$ cat src/rtl/multicycle_control.sv
// Multicycle control unit for the single-issue RISC-V datapath.
// Sequences IF/ID/EX/MEM/WB and drives every datapath strobe.
module multicycle_control #(
   parameter bit SKIP_MEM = 1'b0
) (
   input  logic        clk,
   input  logic        rst,
   input  logic [31:0] instr,
   input  logic        Zero,
   output logic        PCSrc,
   output logic        ALUSrc,
   output logic [3:0]  ALUCtrl,
   output logic        RegWrite,
   output logic        MemToReg,
   output logic        MemRead,
   output logic        MemWrite,
   output logic        loadPC
);

   typedef enum logic [2:0] {
      S_IF  = 3'd0,
      S_ID  = 3'd1,
      S_EX  = 3'd2,
      S_MEM = 3'd3,
      S_WB  = 3'd4
   } state_t;

   typedef enum logic [2:0] {
      C_NOP,
      C_R,
      C_I,
      C_LOAD,
      C_STORE,
      C_BR
   } cls_t;

   localparam logic [3:0] A_AND = 4'b0000;
   localparam logic [3:0] A_OR  = 4'b0001;
   localparam logic [3:0] A_ADD = 4'b0010;
   localparam logic [3:0] A_SUB = 4'b0110;
   localparam logic [3:0] A_SLT = 4'b0111;
   localparam logic [3:0] A_SRL = 4'b1000;
   localparam logic [3:0] A_SLL = 4'b1001;
   localparam logic [3:0] A_SRA = 4'b1010;
   localparam logic [3:0] A_XOR = 4'b1101;

   state_t     state;
   logic [6:0] op_q;
   logic [2:0] f3_q;
   cls_t       cls_d;
   cls_t       cls_q;
   logic [3:0] alu_d;
   logic       src_d;
   logic       unused_bits;

   function automatic cls_t classify(
      input logic [6:0] op,
      input logic [2:0] f3
   );
      cls_t c;
      c = C_NOP;
      if (op == 7'b0110011)
         c = C_R;
      else if (op == 7'b0010011)
         c = C_I;
      else if (op == 7'b0000011 && f3 == 3'b010)
         c = C_LOAD;
      else if (op == 7'b0100011 && f3 == 3'b010)
         c = C_STORE;
      else if (op == 7'b1100011 && f3 == 3'b000)
         c = C_BR;
      return c;
   endfunction

   function automatic logic [3:0] alu_code(
      input cls_t       c,
      input logic [2:0] f3,
      input logic       f7
   );
      logic [3:0] a;
      a = A_ADD;
      if (c == C_R || c == C_I) begin
         case (f3)
            3'b000:  a = (c == C_R && f7) ? A_SUB : A_ADD;
            3'b001:  a = A_SLL;
            3'b010:  a = A_SLT;
            3'b100:  a = A_XOR;
            3'b101:  a = f7 ? A_SRA : A_SRL;
            3'b110:  a = A_OR;
            3'b111:  a = A_AND;
            default: a = A_ADD;
         endcase
      end else if (c == C_BR) begin
         a = A_SUB;
      end
      return a;
   endfunction

   // decode of the live word (used at ID->EX) and of the latched fields
   always_comb begin
      cls_d = classify(instr[6:0], instr[14:12]);
      alu_d = alu_code(cls_d, instr[14:12], instr[30]);
      src_d = (cls_d == C_I) || (cls_d == C_LOAD) || (cls_d == C_STORE);
      cls_q = classify(op_q, f3_q);
   end

   // operand/immediate bits are the datapath's business, not ours
   assign unused_bits = ^{instr[31], instr[29:15], instr[11:7]};

   // branch outcome is only honoured while in write-back
   assign PCSrc = (state == S_WB) && (cls_q == C_BR) && Zero;

   // state sequencing with registered strobes for the state being entered
   always_ff @(posedge clk or negedge rst) begin
      if (!rst) begin
         state    <= S_IF;
         op_q     <= 7'd0;
         f3_q     <= 3'd0;
         ALUSrc   <= 1'b0;
         ALUCtrl  <= 4'd0;
         RegWrite <= 1'b0;
         MemToReg <= 1'b0;
         MemRead  <= 1'b0;
         MemWrite <= 1'b0;
         loadPC   <= 1'b0;
      end else begin
         RegWrite <= 1'b0;
         MemToReg <= 1'b0;
         MemRead  <= 1'b0;
         MemWrite <= 1'b0;
         loadPC   <= 1'b0;
         case (state)
            S_IF: state <= S_ID;
            S_ID: begin
               state   <= S_EX;
               op_q    <= instr[6:0];
               f3_q    <= instr[14:12];
               ALUCtrl <= alu_d;
               ALUSrc  <= src_d;
            end
            S_EX: begin
               if (SKIP_MEM &&
                   cls_q != C_LOAD &&
                   cls_q != C_STORE) begin
                  state    <= S_WB;
                  loadPC   <= 1'b1;
                  RegWrite <= (cls_q == C_R) || (cls_q == C_I);
               end else begin
                  state    <= S_MEM;
                  MemRead  <= (cls_q == C_LOAD);
                  MemWrite <= (cls_q == C_STORE);
               end
            end
            S_MEM: begin
               state    <= S_WB;
               loadPC   <= 1'b1;
               RegWrite <= (cls_q == C_R) ||
                           (cls_q == C_I) ||
                           (cls_q == C_LOAD);
               MemToReg <= (cls_q == C_LOAD);
            end
            S_WB:    state <= S_IF;
            default: state <= S_IF;
         endcase
      end
   end

endmodule

$ cat config.mk
export PLATFORM = sky130hd
export DESIGN_NAME = multicycle_control
export DESIGN_NICKNAME = d
export VERILOG_FILES = /design/src/rtl/multicycle_control.sv
export SDC_FILE = /design/constraint.sdc
export NUM_CORES = 1
export LEC_CHECK = 0
export ABC_AREA = 1
export CAP_MARGIN = 10
export CORE_MARGIN = 2
export CORE_UTILIZATION = 45
export CTS_CLUSTER_SIZE = 25
export DETAILED_ROUTE_END_ITERATION = 16
export PLACE_DENSITY = 0.85
export REMOVE_ABC_BUFFERS = 1
export SLEW_MARGIN = 40
export SYNTH_ARGS = -nofsm -noshare
export SYNTH_HDL_FRONTEND = slang
export SYNTH_SLANG_ARGS = --single-unit
$ cat constraint.sdc
create_clock -name clk -period 1.98 [get_ports clk]
set_input_delay 0.198 -clock clk [delete_from_list [all_inputs] [get_ports clk]]
set_output_delay 0.198 -clock clk [all_outputs]
set_load 0.05 [all_outputs]
==> impl_metrics.ini, run 1 <==
[run_status]
status = complete, no violations

[drt]
met1_length_um = 988
ant_nets = 0
drcViolationCount = 0
drt-vias-per-instance = 4.933
highest_layer = met3
wirelength_mm = 2.216
via_count = 1026
wl_met2_mm = 1.128
drt_iter0_drc = 33
dr.pass1.iters = 4
wl_per_cell_um = 10.65
routed-wl-met3_um = 99

[logic_synthesis]
syn_avg_cell_area_um2 = 7.516
syn-cell-area_um2 = 1127
synth-simple-area-share_pct = 33.85
muxShareOfSynthArea_pct = 0
ys.warnings.count = 0
synth_top_family_by_area = simple AND/OR/NAND/NOR gates
synth_largest_area_cell = dfrtp_1
synth_edf_count = 0
syn_inst = 150
yosysSeqAreaShare_pct = 48.83
ys_async_sr_fraction_pct = 100.0
synth.area.top_cells = dfrtp_1 (49%), nand2_1 (15%), nand3_1 (8.0%)
synth_ff_type = dfrtp_1
synth_compound_area_share_pct = 7.103
synth_fa_ha_area_share_pct = 0
yosysUniqueCellTypes = 20
synthTopCellsByCount = nand2_1 (46), dfrtp_1 (22), inv_1 (18), nand3_1 (18), nor2_1 (15)
synth_top_area_share_pct = 48.83
synth-xor-area-share_pct = 0
post-synth-top-count-cell = nand2_1
ys_ff_latch = 22

[clock_tree]
clk_transition_reported_paths_ns = 0.12
cts_root_buf = clkbuf_4
cts_buffers = 3
clock_latency_ns = 0.30
cts_buffer_depth = 2
htreeDepth = 1
hold_buffers = 0
postCtsResizedCells = 0
cts_setup_buffers = 0
cts_tree = done
cts_sinks = 22

[final_layout]
final_core_util_pct = 59.36
drive_gt1_share_pct = 8.427
fin_nets = 214
diodes = 0
syn2layout_area_growth_pct = 28.08
stdcell_area_um2 = 1444

[global_route]
grt_pass1_wl_mm = 3.919
antenna_found_initial = 0
grt_overflow_total = 0
grt_max_degree = 23
grt_pass1_vias = 970
grt.total_usage_pct = 18.32

[sta]
post-route-min-period_ns = 1.825
tightest_slew_ns = 0.4962
rsz0062_at_grt = no
max_freq_mhz = 547.9
hold_viol_final = 0
tns_ns = 0
fin_skew_ns = 0.004855
setup_viol_count_final = 0
fin_ws_ns = 0.1550
drv_slew = 0
max_slew_margin_pct = 66.82
finalCritPeriodShare_pct = 92.17

[placement]
placed_area_um2 = 1408
gp_congestion = 0.8676
place_ws_ns = 0.4450
dp_hpwl_mm = 1.675
place.port_buffers = 24

[floorplanning]
pin_count = 46
fp-row-count = 18
dieArea_um2 = 2921
die_y_um = 54.05
die_w_um = 54.05
start_util_pct = 46.35
core_area_um2 = 2432

[critical_path]
crit_required_ns = 1.78
cp-end-kind = output port
path_max_fanout = 3
critPathKind = flip-flop to output port
cp.arrival_ns = 1.63
critPathLaunchType = flip-flop

[pwr]
finalPower_uw = 801.2
pwr_density_cell_nw_per_um2 = 554.9
p_int_uw = 613.2
comb_power_share_pct = 11.2
p_leak_nw = 0.7489
clockPowerShare_pct = 30.5
ir_drop_uv = 409.1
p_sw_share_pct = 23.46
p_sw_uw = 188.0
power_frac_seq_pct = 58.2

[hold_path]
hold_path_class = input pin to async pin

[job]
cap_violations = 0
==> flip-flops by register name, indices dropped and copies added, names as in the netlist <==
name	cells
ALUCtrl	4
ALUSrc	1
MemRead	1
MemToReg	1
MemWrite	1
RegWrite	1
f3_q	3
loadPC	1
op_q	7
state	2
==> worst paths after layout <==
kind	slack (ns)	from	cells past startpoint	to
max	0.15	op_q[3]	8	PCSrc
min	0.22	rst	2	f3_q[0]
max reg2reg	0.50	state[1]	5	ALUCtrl[2]
min reg2reg	0.49	op_q[3]	2	op_q[3]
max in group asynchronous	1.53	rst	2	ALUSrc
min in group clk	0.45	instr[2]	3	op_q[2]
==> through the flow <==
step | hold slack (ns) | instances
2_1_floorplan | -0.09759 | 148
3_3_place_gp | 0.4555 | 204
3_5_place_dp | 0.4598 | 204
4_1_cts | 0.2336 | 208
5_1_grt | 0.2467 | 208
6_report | 0.2229 | 208
==> metal layers <==
metal,vias to the layer above,track usage [%]
met5,-,0
met4,0,3.750
met3,0,2.778
met2,33,33.74
met1,464,22.56
li1,529,-
==> power groups by stage <==
stage / clock network (mW) / registers, mW / logic (mW)
after floorplan: 0 / 0.477 / 0.0346
after global placement: 0 / 0.475 / 0.0866
after detailed placement: 0 / 0.475 / 0.0900
after CTS: 0.255 / 0.467 / 0.0905
after global routing: 0.267 / 0.468 / 0.101
final: 0.245 / 0.467 / 0.0900
==> kinds of logic after synthesis <==
family | count (synthesis)
flops | 22
buf+inv | 26
simple gates | 88
compound gates | 14
==> critical path, stage by stage (launching register included) <==
cell and delay, ns:
dfrtp_1 0.40, nor2_1 0.13, nand3_1 0.11, nor2_1 0.19
nand2_1 0.12, nand3_1 0.10, nand2_1 0.05, inv_1 0.08
buf_12 0.14
==> layout by cell type, fill, tap and decap left out <==
| cell type | netlist | final |
|---|---|---|
| a21oi_1 | 5 | 5 |
| buf_4 | 0 | 2 |
| buf_12 | 0 | 1 |
| nor2_2 | 1 | 1 |
| inv_1 | 18 | 18 |
| nor3_1 | 4 | 4 |
| or2_1 | 1 | 1 |
| nand4_1 | 1 | 1 |
| clkbuf_8 | 0 | 1 |
| nor3_4 | 1 | 1 |
| dfrtp_1 | 22 | 22 |
| nor2_1 | 15 | 15 |
| o21ai_1 | 6 | 6 |
| nand3b_1 | 1 | 1 |
| clkinv_1 | 1 | 1 |
| inv_2 | 4 | 4 |
| a2bb2oi_1 | 1 | 1 |
| o211ai_1 | 1 | 1 |
| a21oi_2 | 1 | 1 |
| nand2_1 | 46 | 46 |
| inv_4 | 1 | 1 |
| clkbuf_4 | 0 | 3 |
| nand3_1 | 18 | 18 |
| clkdlybuf4s50_1 | 0 | 23 |
==> area by class of cell <==
cell class	count	area, um2
Fill cell	235	988.4
Sequential cell	22	550.5
Multi-Input combinational cell	102	461.7
Timing Repair Buffer	26	265.3
Inverter	24	92.59
Tap cell	30	37.54
Clock buffer	4	36.28
No activity file was read; power rests on OpenSTA's default activity.
==> inputs of run 2 (changes only) <==
--- a/config.mk
+++ b/config.mk
@@ -7,6 +7,7 @@
 export LEC_CHECK = 0
 export ABC_AREA = 1
 export CAP_MARGIN = 10
+export CORE_ASPECT_RATIO = 1.1
 export CORE_MARGIN = 2
 export CORE_UTILIZATION = 45
 export CTS_CLUSTER_SIZE = 25
==> impl_metrics.ini, run 2 (synthesis gave the netlist of run 1 again) <==
[run_status]
status = complete, no violations

[critical_path]
path_delay_family = buffers and inverters
critPathLaunchType = flip-flop
path_max_fanout = 4
ff2ff_path_depth = 5
cp.arrival_ns = 1.59
slowest_delay_ns = 0.83
critPathKind = flip-flop to output port
crit_required_ns = 1.78
rr_startpoint = state[1]
reg2reg_to = ALUCtrl[3]
endpoint = loadPC
path_cells = clkdlybuf4s50_1
cp_slowest_cell = clkdlybuf4s50_1
cp-end-kind = output port
reg2reg_slack_ns = 0.57
path_buf_inv = 1
cp.depth = 1
startpoint = loadPC

[job]
cap_violations = 0

[clock_tree]
cts_buffer_depth = 2
clk_transition_reported_paths_ns = 0.11
htreeDepth = 1
clock_latency_ns = 0.30
cts_buffers = 3
cts_sinks = 22
cts_tree = done
hold_buffers = 0
cts_setup_buffers = 0
postCtsResizedCells = 0
cts_root_buf = clkbuf_4

[drt]
drcViolationCount = 0
drt_iter0_drc = 22
drt-vias-per-instance = 4.962
wl_per_cell_um = 10.93
ant_nets = 0
wirelength_mm = 2.273
via_count = 1032
dr.pass1.iters = 4

[hold_path]
hold_path_class = input pin to async pin

[final_layout]
largest_register_ffs = 7
syn2layout_area_growth_pct = 27.19
final_cells = 208
stdcell_area_um2 = 1434
drive_gt1_share_pct = 8.475
layout_common_cells = nand2_1 (46), clkdlybuf4s50_1 (23), dfrtp_1 (22)
fin_nets = 214
diodes = 0
top_register = op_q
top_regs = op_q: 7 flops, ALUCtrl: 4 flops, f3_q: 3 flops
final_common_cell = nand2_1

[pwr]
ir_drop_uv = 347.0
pwr_density_cell_nw_per_um2 = 526.4
p_leak_nw = 0.7416
finalPower_uw = 754.7

[sta]
tightest_slew_ns = 0.5019
post-route-min-period_ns = 1.790
fin_skew_ns = 0.001692
drv_slew = 0
max_slew_margin_pct = 66.43
tns_ns = 0
finalCritPeriodShare_pct = 90.40
rsz0062_at_grt = no
max_freq_mhz = 558.7
setup_viol_count_final = 0
hold_viol_final = 0

[placement]
gp_congestion = 0.8949
dp_hpwl_mm = 1.765
placed_area_um2 = 1409
place.port_buffers = 24
placed_cells = 205

[floorplanning]
fp-row-count = 19
dieArea_um2 = 2922
die_w_um = 51.72
core_area_um2 = 2449
start_util_pct = 46.04
die_y_um = 56.50
pin_count = 46

[global_route]
grt_max_degree = 23
grt_pass1_wl_mm = 3.864
grt_overflow_total = 0
grt.total_usage_pct = 17.79
grt_pass1_vias = 965
antenna_found_initial = 0
-- run 2: cell count changes in the layout (fill, tap and decap cells not counted), sizes merged --
cell / delta
clkbuf: -1
-- run 2: how the worst min path moves through the flow --
stage	from	endpoint	slack (ns)	cells past startpoint
2_1_floorplan	rst	ALUCtrl[0]	-0.1	0
3_3_place_gp	op_q[3]	op_q[3]	0.46	2
3_5_place_dp	op_q[3]	op_q[3]	0.46	2
4_1_cts	rst	MemWrite	0.22	2
5_1_grt	rst	ALUSrc	0.27	2
6_report	rst	MemWrite	0.22	2
-- run 2: final cells by class --
type	count	area, um2
multi-input cells	102	464.2
flip-flops and latches	22	550.5
repair buffers	26	265.3
fillers	225	1015
inverters	24	92.59
well taps	31	38.79
clock buffers	3	22.52
-- run 2: power by group --
group / internal (mW) / switching [mW]
clock network: 0.0710 / 0.127
logic: 0.0409 / 0.0491
registers: 0.460 / 0.00644
-- run 2: stage by stage --
step | utilization [%] | setup WS, ns | hold slack [ns]
final | 58.56 | 0.1902 | 0.2234
after global routing | 58.56 | 0.05460 | 0.2672
after CTS | 58.46 | 0.1329 | 0.2235
after detailed placement | 57.54 | 0.4293 | 0.4628
after global placement | 57.54 | 0.4706 | 0.4552
after floorplan | - | 0.4078 | -0.09759
-- run 2: per-layer routing --
layer	wire [um]	GRT usage, %
met5	0	0
met4	57	10.15
met3	130	2.394
met2	1174	30.59
met1	911	20.73
